`src/rtl/fpu_issue_ctrl.sv`:
```
`default_nettype none
// ============================================================================
// Module  : fpu_issue_ctrl
// Brief   : OP-FP decode/issue stage for a combinational single-precision FPU.
//           Holds operands for LATENCY cycles, captures the result and hands it
//           to writeback over valid/ready. FPU_SGNJ_EN adds local FSGNJ* ops.
// Revision: 1.0 - initial release
// ============================================================================
module fpu_issue_ctrl #(
    parameter int LATENCY = 2
) (
    input  logic        clk,
    input  logic        rst,
    input  logic        flush,
    input  logic        valid_i,
    output logic        ready_o,
    input  logic [31:0] instr,
    input  logic [31:0] rs1_int,
    input  logic [31:0] frs1,
    input  logic [31:0] frs2,
    output logic [31:0] fpu_a,
    output logic [31:0] fpu_b,
    output logic [4:0]  fpu_sel,
    input  logic [31:0] fpu_res,
    output logic        valid_o,
    input  logic        ready_i,
    output logic [31:0] result_o,
    output logic [4:0]  rd_o,
    output logic        wb_fp_o,
    output logic        illegal_o
);
    localparam logic [1:0]       S_IDLE    = 2'd0;
    localparam logic [1:0]       S_EXEC    = 2'd1;
    localparam logic [1:0]       S_DONE    = 2'd2;
    localparam logic [6:0]       OPC_OP_FP = 7'b1010011;
    localparam int               CNT_W     = (LATENCY > 1) ? $clog2(LATENCY) : 1;
    localparam logic [CNT_W-1:0] CNT_LAST  = CNT_W'(LATENCY - 1);

    logic [1:0]       state_q, state_d;
    logic [CNT_W-1:0] cnt_q, cnt_d;
    logic [31:0]      fpu_a_q, fpu_b_q, result_q;
    logic [4:0]       fpu_sel_q, rd_q;
    logic             wb_fp_q, illegal_q;

    logic [6:0]       w_funct7;
    logic [2:0]       w_rm;
    logic [4:0]       w_rs2;
    logic             w_dec_legal, w_dec_wb_fp, w_dec_a_int, w_dec_sgnj;
    logic [4:0]       w_dec_sel;
    logic             w_accept, w_exec_last;
    logic [31:0]      w_res_mux;
    logic             w_unused_bits;

    assign w_funct7      = instr[31:25];
    assign w_rm          = instr[14:12];
    assign w_rs2         = instr[24:20];
    assign w_unused_bits = ^instr[19:15];

    always_comb begin
        w_dec_legal = 1'b1;
        w_dec_sel   = 5'd0;
        w_dec_wb_fp = 1'b1;
        w_dec_a_int = 1'b0;
        w_dec_sgnj  = 1'b0;
        if (instr[6:0] != OPC_OP_FP) begin
            w_dec_legal = 1'b0;
        end else begin
            case (w_funct7)
                7'b0000000: w_dec_sel = 5'd4;
                7'b0000100: w_dec_sel = 5'd5;
                7'b0001000: w_dec_sel = 5'd6;
                7'b0010100: begin
                    if (w_rm == 3'b000)      w_dec_sel   = 5'd7;
                    else if (w_rm == 3'b001) w_dec_sel   = 5'd8;
                    else                     w_dec_legal = 1'b0;
                end
                7'b1010000: begin
                    w_dec_wb_fp = 1'b0;
                    if (w_rm == 3'b010)      w_dec_sel   = 5'd9;
                    else if (w_rm == 3'b001) w_dec_sel   = 5'd10;
                    else if (w_rm == 3'b000) w_dec_sel   = 5'd11;
                    else                     w_dec_legal = 1'b0;
                end
                7'b1110000: begin
                    w_dec_sel   = 5'd12;
                    w_dec_wb_fp = 1'b0;
                    w_dec_legal = (w_rm == 3'b000) && (w_rs2 == 5'd0);
                end
                7'b1111000: begin
                    w_dec_sel   = 5'd13;
                    w_dec_a_int = 1'b1;
                    w_dec_legal = (w_rs2 == 5'd0);
                end
                7'b1101000: begin
                    w_dec_sel   = 5'd14;
                    w_dec_a_int = 1'b1;
                    w_dec_legal = (w_rs2 == 5'd0);
                end
                7'b1100000: begin
                    w_dec_sel   = 5'd15;
                    w_dec_wb_fp = 1'b0;
                    w_dec_legal = (w_rs2 == 5'd0);
                end
`ifdef FPU_SGNJ_EN
                7'b0010000: begin
                    w_dec_sgnj  = 1'b1;
                    w_dec_legal = (w_rm <= 3'b010);
                end
`endif
                default: w_dec_legal = 1'b0;
            endcase
        end
    end

    assign w_accept    = valid_i && ready_o && !flush;
    assign w_exec_last = (state_q == S_EXEC) && (cnt_q == CNT_LAST);

    always_ff @(posedge clk) begin
        if (rst) begin
            state_q <= S_IDLE;
            cnt_q   <= '0;
        end else begin
            state_q <= state_d;
            cnt_q   <= cnt_d;
        end
    end

    always_comb begin
        state_d = state_q;
        cnt_d   = cnt_q;
        if (flush) begin
            state_d = S_IDLE;
            cnt_d   = '0;
        end else begin
            case (state_q)
                S_IDLE: begin
                    if (w_accept && w_dec_legal) begin
                        state_d = S_EXEC;
                        cnt_d   = '0;
                    end
                end
                S_EXEC: begin
                    if (cnt_q == CNT_LAST) begin
                        state_d = S_DONE;
                        cnt_d   = '0;
                    end else begin
                        cnt_d = cnt_q + 1'b1;
                    end
                end
                S_DONE:  if (ready_i) state_d = S_IDLE;
                default: state_d = S_IDLE;
            endcase
        end
    end

    always_comb begin
        ready_o   = (state_q == S_IDLE);
        valid_o   = (state_q == S_DONE);
        fpu_a     = fpu_a_q;
        fpu_b     = fpu_b_q;
        fpu_sel   = fpu_sel_q;
        result_o  = result_q;
        rd_o      = rd_q;
        wb_fp_o   = wb_fp_q;
        illegal_o = illegal_q;
    end

`ifdef FPU_SGNJ_EN
    logic       sgnj_q;
    logic [1:0] sgnj_kind_q;
    logic       w_sgn;

    // Sign-injection needs only the held operands, so it bypasses the FPU.
    always_comb begin
        case (sgnj_kind_q)
            2'b00:   w_sgn = fpu_b_q[31];
            2'b01:   w_sgn = ~fpu_b_q[31];
            default: w_sgn = fpu_a_q[31] ^ fpu_b_q[31];
        endcase
        w_res_mux = sgnj_q ? {w_sgn, fpu_a_q[30:0]} : fpu_res;
    end

    always_ff @(posedge clk) begin
        if (rst) begin
            sgnj_q      <= 1'b0;
            sgnj_kind_q <= 2'b00;
        end else if (w_accept && w_dec_legal) begin
            sgnj_q      <= w_dec_sgnj;
            sgnj_kind_q <= w_rm[1:0];
        end
    end
`else
    logic w_unused_sgnj;
    assign w_unused_sgnj = w_dec_sgnj;
    assign w_res_mux     = fpu_res;
`endif

    always_ff @(posedge clk) begin
        if (rst) begin
            fpu_a_q   <= '0;
            fpu_b_q   <= '0;
            fpu_sel_q <= '0;
            rd_q      <= '0;
            wb_fp_q   <= 1'b0;
            illegal_q <= 1'b0;
            result_q  <= '0;
        end else begin
            illegal_q <= w_accept && !w_dec_legal;
            if (w_accept && w_dec_legal) begin
                fpu_a_q   <= w_dec_a_int ? rs1_int : frs1;
                fpu_b_q   <= frs2;
                fpu_sel_q <= w_dec_sel;
                rd_q      <= instr[11:7];
                wb_fp_q   <= w_dec_wb_fp;
            end
            if (w_exec_last && !flush) result_q <= w_res_mux;
        end
    end
endmodule
`default_nettype wire

```
`config.mk`:
```
export PLATFORM = sky130hd
export DESIGN_NAME = fpu_issue_ctrl
export DESIGN_NICKNAME = d
export VERILOG_FILES = /design/src/rtl/fpu_issue_ctrl.sv
export SDC_FILE = /design/constraint.sdc
export NUM_CORES = 1
export LEC_CHECK = 0
export CAP_MARGIN = 25
export CORE_ASPECT_RATIO = 2
export CORE_MARGIN = 2
export CORE_UTILIZATION = 36
export CTS_BUF_LIST = sky130_fd_sc_hd__clkbuf_4 sky130_fd_sc_hd__clkbuf_8
export DETAILED_ROUTE_END_ITERATION = 10
export GPL_TIMING_DRIVEN = 0
export MAX_ROUTING_LAYER = met4
export PLACE_DENSITY_LB_ADDON = 0.08
export SLEW_MARGIN = 15
export SYNTH_ARGS = -nofsm -noshare
export SYNTH_HDL_FRONTEND = slang
export SYNTH_SLANG_ARGS = --single-unit
```
`constraint.sdc`:
```
create_clock -name clk -period 2.1 [get_ports clk]
set_clock_uncertainty 0.15 [all_clocks]
set_input_delay 0.42 -clock clk [delete_from_list [all_inputs] [get_ports clk]]
set_output_delay 0.42 -clock clk [all_outputs]
set_load 0.02 [all_outputs]
```
# Word level (Yosys, flattened, before mapping)
# Cells that the tools add are included.
# op_classes
n_reduce_logical,21
addsub,1
muxes,26
eq_ne,16
# ops
cell,n
$pmux W4 S9,1
$eq A7 B7 Y1 const B,5
$mux W32,1
$mux W4,6
$mux W1,12
$reduce_or A3 Y1,3
$eq A7 B3 Y1 const B,1
$eq A7 B4 Y1 const B,1
$eq A7 B5 Y1 const B,1
$logic_and A1 B1 Y1,7
$logic_not A7 Y1,1
$ne A7 B7 Y1 const B,1
$mux W2,3
$pmux W2 S3,1
$logic_not A5 Y1,1
$pmux W1 S5,1
$ne A2 B1 Y1 const B,2
$reduce_or A2 Y1,2
$eq A3 B1 Y1 const B,1
$eq A3 B2 Y1 const B,1
$logic_not A3 Y1,1
$reduce_and A3 Y1,1
$eq A2 B1 Y1 const B,1
$eq A2 B2 Y1 const B,1
other kinds (7),8
# totals
reg_bits,111
in_bits,165

# Depth between registers and ports, before layout
# depth
ltp_word,9
mapped_depth,8
mapped_depth_nobuf,5

# Worst setup path after synthesis
# Ideal clock, no wire load.
# synth_path
path_kind,in2reg
from,input instr[28]
to,"register fpu_b_q[13], in the netlist fpu_b[13]"
slack_ns,0.058
arrival_time_ns,1.760
required_ns,1.818
n_path_buf,3
stages,8
cell_sequence,buf_6 and2b_2 o21ai_2 a2111o_1 buf_2 buf_2 o21ai_1 a21oi_1
# synth_via
elab_chain_len,5
elab_cells_between_ends,14
# synth_rtl
element,line_no,source
start: declaration,17,"input logic [31:0] instr,"
$eq A7 B7 Y1 (tied with other cells),68,case (w_funct7)
$reduce_or A3 Y1 (no source line),-,
$pmux W1 S5 (*),68,
$mux W1 (*),65,if (instr[6:0] != OPC_OP_FP) begin
$logic_and A1 B1 Y1 (*),209,if (w_accept && w_dec_legal) begin
end signal: assignment,211,fpu_b_q <= frs2;
end: declaration,41,"logic [31:0] fpu_a_q, fpu_b_q, result_q;"
# Mark *: on every way between the ends. The rest lies on a longest branch, timed or not.
# A chain may end at the register's enable or synchronous reset.

# Worst setup path in the final report
# layout_path
from,input instr[27]
to,"register fpu_a_q[28], in the netlist fpu_a[28]"
# layout_via
elab_chain_len,5
elab_cells_between_ends,18
# layout_rtl
element,line_no,source
$eq A7 B7 Y1 (tied with other cells),68,
$reduce_or A3 Y1 (no source line) or $reduce_or A2 Y1 (tied branches),-,
$pmux W1 S5 or $mux W1 (tied branches),68,
$mux W1,65,
$logic_and A1 B1 Y1 or $mux W32 (tied branches),"209, 210",
end signal: assignment,210,fpu_a_q <= w_dec_a_int ? rs1_int : frs1;
end: declaration,41,
# Parallel ways exist; a longest one is shown, timed or not.

==> results <==
- The power density over the cells is 475 nW/um^2.
- The sequential cell area fraction in the yosys report is 45.1%.
- The worst-path cell with the longest stage delay is sky130_fd_sc_hd__o211a_1.
- The total clock buffers created by CTS is 9.
- The longest clock path from root to sink contains 2 buffers.
- The worst stage delay on the critical path is 310 ps.
- VDD sags by at most 0.000489 V.
- For this run, the number of standard cells in the final layout without fillers is 1,050.
- Along the worst path, the maximum fanout reaches 10.
- For this run, asynchronously set or reset flops after synthesis account for 0%.
- Traced cell by cell, the critical path runs through buf_2, and2b_2, buf_4, a31oi_1, o211a_1, buf_6, buf_4, o21ai_1, a21oi_1.
- The area growth from synthesis to layout is 77.1%.
- Counting every net in the synthesized netlist gives 750.
- The logic depth of the worst register-to-register path is 9.
- The count of antenna diodes in the layout is 0.
- In this run the core area contains 60 standard-cell rows.
- For this run, the number of Yosys warnings is 0.
- The tree is rooted in a sky130_fd_sc_hd__clkbuf_8.
- In this run the static leakage power is 3.05 nW.
- The count of final setup violators is 0.
- STA classifies the critical path startpoint as an input port.
- The instance count after placement with tap cells included is 1,006.
- By area the synthesized netlist is led by sky130_fd_sc_hd__dfxtp_1, sky130_fd_sc_hd__a21oi_1, sky130_fd_sc_hd__nand3_1.
- The congestion estimate from routability-driven global placement came to 0.920.
- The path class of the tightest hold or removal check is input port to register.
- The startpoint identified for the worst hold timing path is flush.
- The number of optimization iterations in the first detailed-route pass is 5.
- The dominant synthesized flop cell is sky130_fd_sc_hd__dfxtp_1.
- The worst pin sits at a relative slew slack of 52.3%.
- The reg-to-reg critical path endpoint is fpu_a[31].
- The floorplan step defined a core boundary enclosing 13,400 sq um.
- The required time of the critical path is 2250 ps.
- In the routed design, unresolved DRC markers number 0.
- The source of the worst register-to-register timing path is state_q[1].
- Data arrives at the worst endpoint at 2220 ps.
- The number of max-cap violations is 0.
- Once detail routing completed, the nets flagged for antenna violations numbered 0.
- In the final routed layout, each cell accounts on average for 18.3 microns.
- The start-to-end type of the worst setup path is input port to register.
- The synthesized design spends more area on one cell type than any other, namely sky130_fd_sc_hd__dfxtp_1.
- The number of global-route vias before repair is 5,568.
- The CTS sink count is 110.
- After synthesis the netlist holds a flip-flop and latch count of 110.
- The first-pass GRT wire length is 27,800 microns.
- For the pin with the worst max-slew slack, the measured transition is 716 ps.
- The count of pins on the block boundary is 275.
- The HPWL after detailed placement is 13,900 microns.
- The run finished with clean final reports.
- The worst-case hold path end point is state_q[0].
- After clock tree synthesis, the clock-pin slew on the worst setup and hold paths is 110 ps.
- The library cell appearing most often on the critical path is sky130_fd_sc_hd__buf_4.
- The share of synthesized area in the top cell type comes to 45.1%.
- The most common cell in the synthesized netlist is sky130_fd_sc_hd__dfxtp_1.
- The clock reaches the later pin of the worst-skew pair after 360 ps.
- The overall die area is 14,600 sq um.
- The number of max-slew violations in the final report is 0.
- The count of flip-flops with a built-in enable after synthesis is 0.
- The final hold violation count is 0.
- The synthesized netlist cell count is 585.
- The type of element capturing the critical path is a register.
- The die is 169 microns tall.
- The setup check on the worst reg-to-reg path leaves a slack of 100 ps.
- The number of buffers inserted for hold repair after clock tree synthesis is 0.
- In this run the tool buffered the top-level ports with 266 buffer cells.
- The number of antenna violations at the first check in global routing came to 0.
- The setup TNS is 0 ps.
- The number of nets in the layout is 1,055.
- Sorting the synthesized cells by how often they occur yields sky130_fd_sc_hd__dfxtp_1, sky130_fd_sc_hd__a21oi_1, sky130_fd_sc_hd__nand3_1.
- The total global routing overflow is 0.
- The die outline width is 86.4 microns.
- In the final layout, the share of cells above drive strength 1 is 17.7%.
- The count of H-tree levels built during CTS is 3.
- The detailed router's first-iteration violation count is 290.
- Subtracting the final worst setup slack from the clock period gives 2070 ps.
- The synthesized netlist occupies a cell area of 4890 sq um.
- For this configuration, the core starts out at a cell density of 36.6%.
- The maximum clock frequency is 483 MHz.
- The total routed wirelength is 19,200 microns.
- The clock tree from TritonCTS is built.
- For this block, the via count after detailed routing is 5,577.
- The average via count per standard cell is 5.31.
- The average footprint of a synthesized cell is 8.35 sq um.
- The synthesized netlist contains 49 unique library cells.
- Entering global routing, the biggest net connects 21 pins.
- The utilization after layout is 64.8%.
- The share of the clock period used by the worst path is 98.7%.
- Global routing used 24.6% of the available tracks.
- Counting instances, the worst hold path has a depth of 2.
-- power breakdown --
part           total, W  internal (W)  switching (W)
registers       0.00209       0.00209    0.000000267
clock network   0.00149      0.000706       0.000787
logic          0.000535      0.000337       0.000198
-- layout by cell type (no fill, tap or decap), types with 4 or more instances in the layout --
cell type	synthesis	routed
sky130_fd_sc_hd__a21oi_1	107	96
sky130_fd_sc_hd__a21oi_2	0	11
sky130_fd_sc_hd__buf_2	15	5
sky130_fd_sc_hd__buf_4	17	30
sky130_fd_sc_hd__buf_6	2	10
sky130_fd_sc_hd__buf_8	0	10
sky130_fd_sc_hd__clkbuf_1	23	17
sky130_fd_sc_hd__clkbuf_16	0	8
sky130_fd_sc_hd__clkbuf_2	0	10
sky130_fd_sc_hd__clkbuf_8	0	9
sky130_fd_sc_hd__clkdlybuf4s50_1	0	244
sky130_fd_sc_hd__dfxtp_1	110	110
sky130_fd_sc_hd__dlymetal6s2s_1	0	13
sky130_fd_sc_hd__inv_1	5	5
sky130_fd_sc_hd__mux2_2	30	30
sky130_fd_sc_hd__nand2_1	69	67
sky130_fd_sc_hd__nand3_1	72	69
sky130_fd_sc_hd__nor2_1	5	5
sky130_fd_sc_hd__nor2b_1	4	4
sky130_fd_sc_hd__o21ai_0	16	16
sky130_fd_sc_hd__o21ai_1	60	52
sky130_fd_sc_hd__o21ai_2	1	6
-- sequential cells by signal, summed over array words and instances, names as in the netlist --
signal / cells
illegal_o: 1
cnt_q: 1
fpu_sel: 4
wb_fp_o: 1
rd_o: 5
fpu_b: 32
state_q: 2
fpu_a: 32
result_o: 32
-- area by class of cell --
cell class / instances / area [sq um]
buffer: 57 / 444
clock buffer: 9 / 124
clock inverter: 7 / 116
fill: 1163 / 4710
inverter: 5 / 18.8
multi-input combinational: 412 / 2500
sequential: 110 / 2200
tap: 155 / 194
timing repair buffer: 295 / 3050
-- critical path, delay by kind of cell --
family / cells / cell delay (ps)
AO/OA/AOI/OAI: 4 / 800
AND/OR/NAND/NOR: 1 / 250
buffers and inverters: 4 / 740
-- logic make-up (layout without fill, tap and decap cells) --
group | after synthesis | in the layout | synth area share (%)
mux | 33 | 33 | 7.58
buf+inv | 63 | 373 | 6.84
xor+xnor | 1 | 1 | 0.179
simple gates | 173 | 173 | 17.5
compound gates | 204 | 204 | 22.8
flops | 110 | 110 | 45.1
other cells | 1 | 1 | 0.0768
-- stage by stage --
| stage | total power [W] | hold slack, ps | cell area, sq um | worst slack, ps |
|---|---|---|---|---|
| finish | 0.00411 | 212 | 8650 | 28.2 |
| global route | 0.00426 | 238 | 8650 | -59.5 |
| CTS | 0.00412 | 298 | 8110 | -42.4 |
| detailed placement | 0.00263 | 293 | 7740 | -843 |
| global placement | 0.00262 | 288 | 7740 | -785 |
| floorplan | 0.00228 | 348 | 4890 | 58.2 |
-- layer usage --
| layer | GRT usage [%] | vias to the layer above | share of wire (%) |
|---|---|---|---|
| met5 | - | - | 0 |
| met4 | 7.88 | 0 | 2.6 |
| met3 | 3.51 | 39 | 5.3 |
| met2 | 47.2 | 213 | 57 |
| met1 | 24.8 | 2640 | 35 |
| li1 | - | 2685 | - |
-- what timing repair did --
item,CTS,global route
pin swaps,7,30
buffers inserted,7,12
resized for setup,41,95
cloned,1,9
endpoints found under the setup margin,78,104
-- how the worst max path moves through the flow --
stage	startpoint	slack [ps]	depth (start not counted)	to
finish	instr[27]	30	9	fpu_a[28]
global route	instr[20]	-60	8	fpu_b[22]
CTS	instr[2]	-40	9	fpu_b[31]
detailed placement	instr[29]	-840	8	fpu_b[29]
global placement	instr[27]	-780	8	fpu_a[29]
floorplan	instr[28]	60	8	fpu_b[13]
No activity file was read; power rests on OpenSTA's default activity.
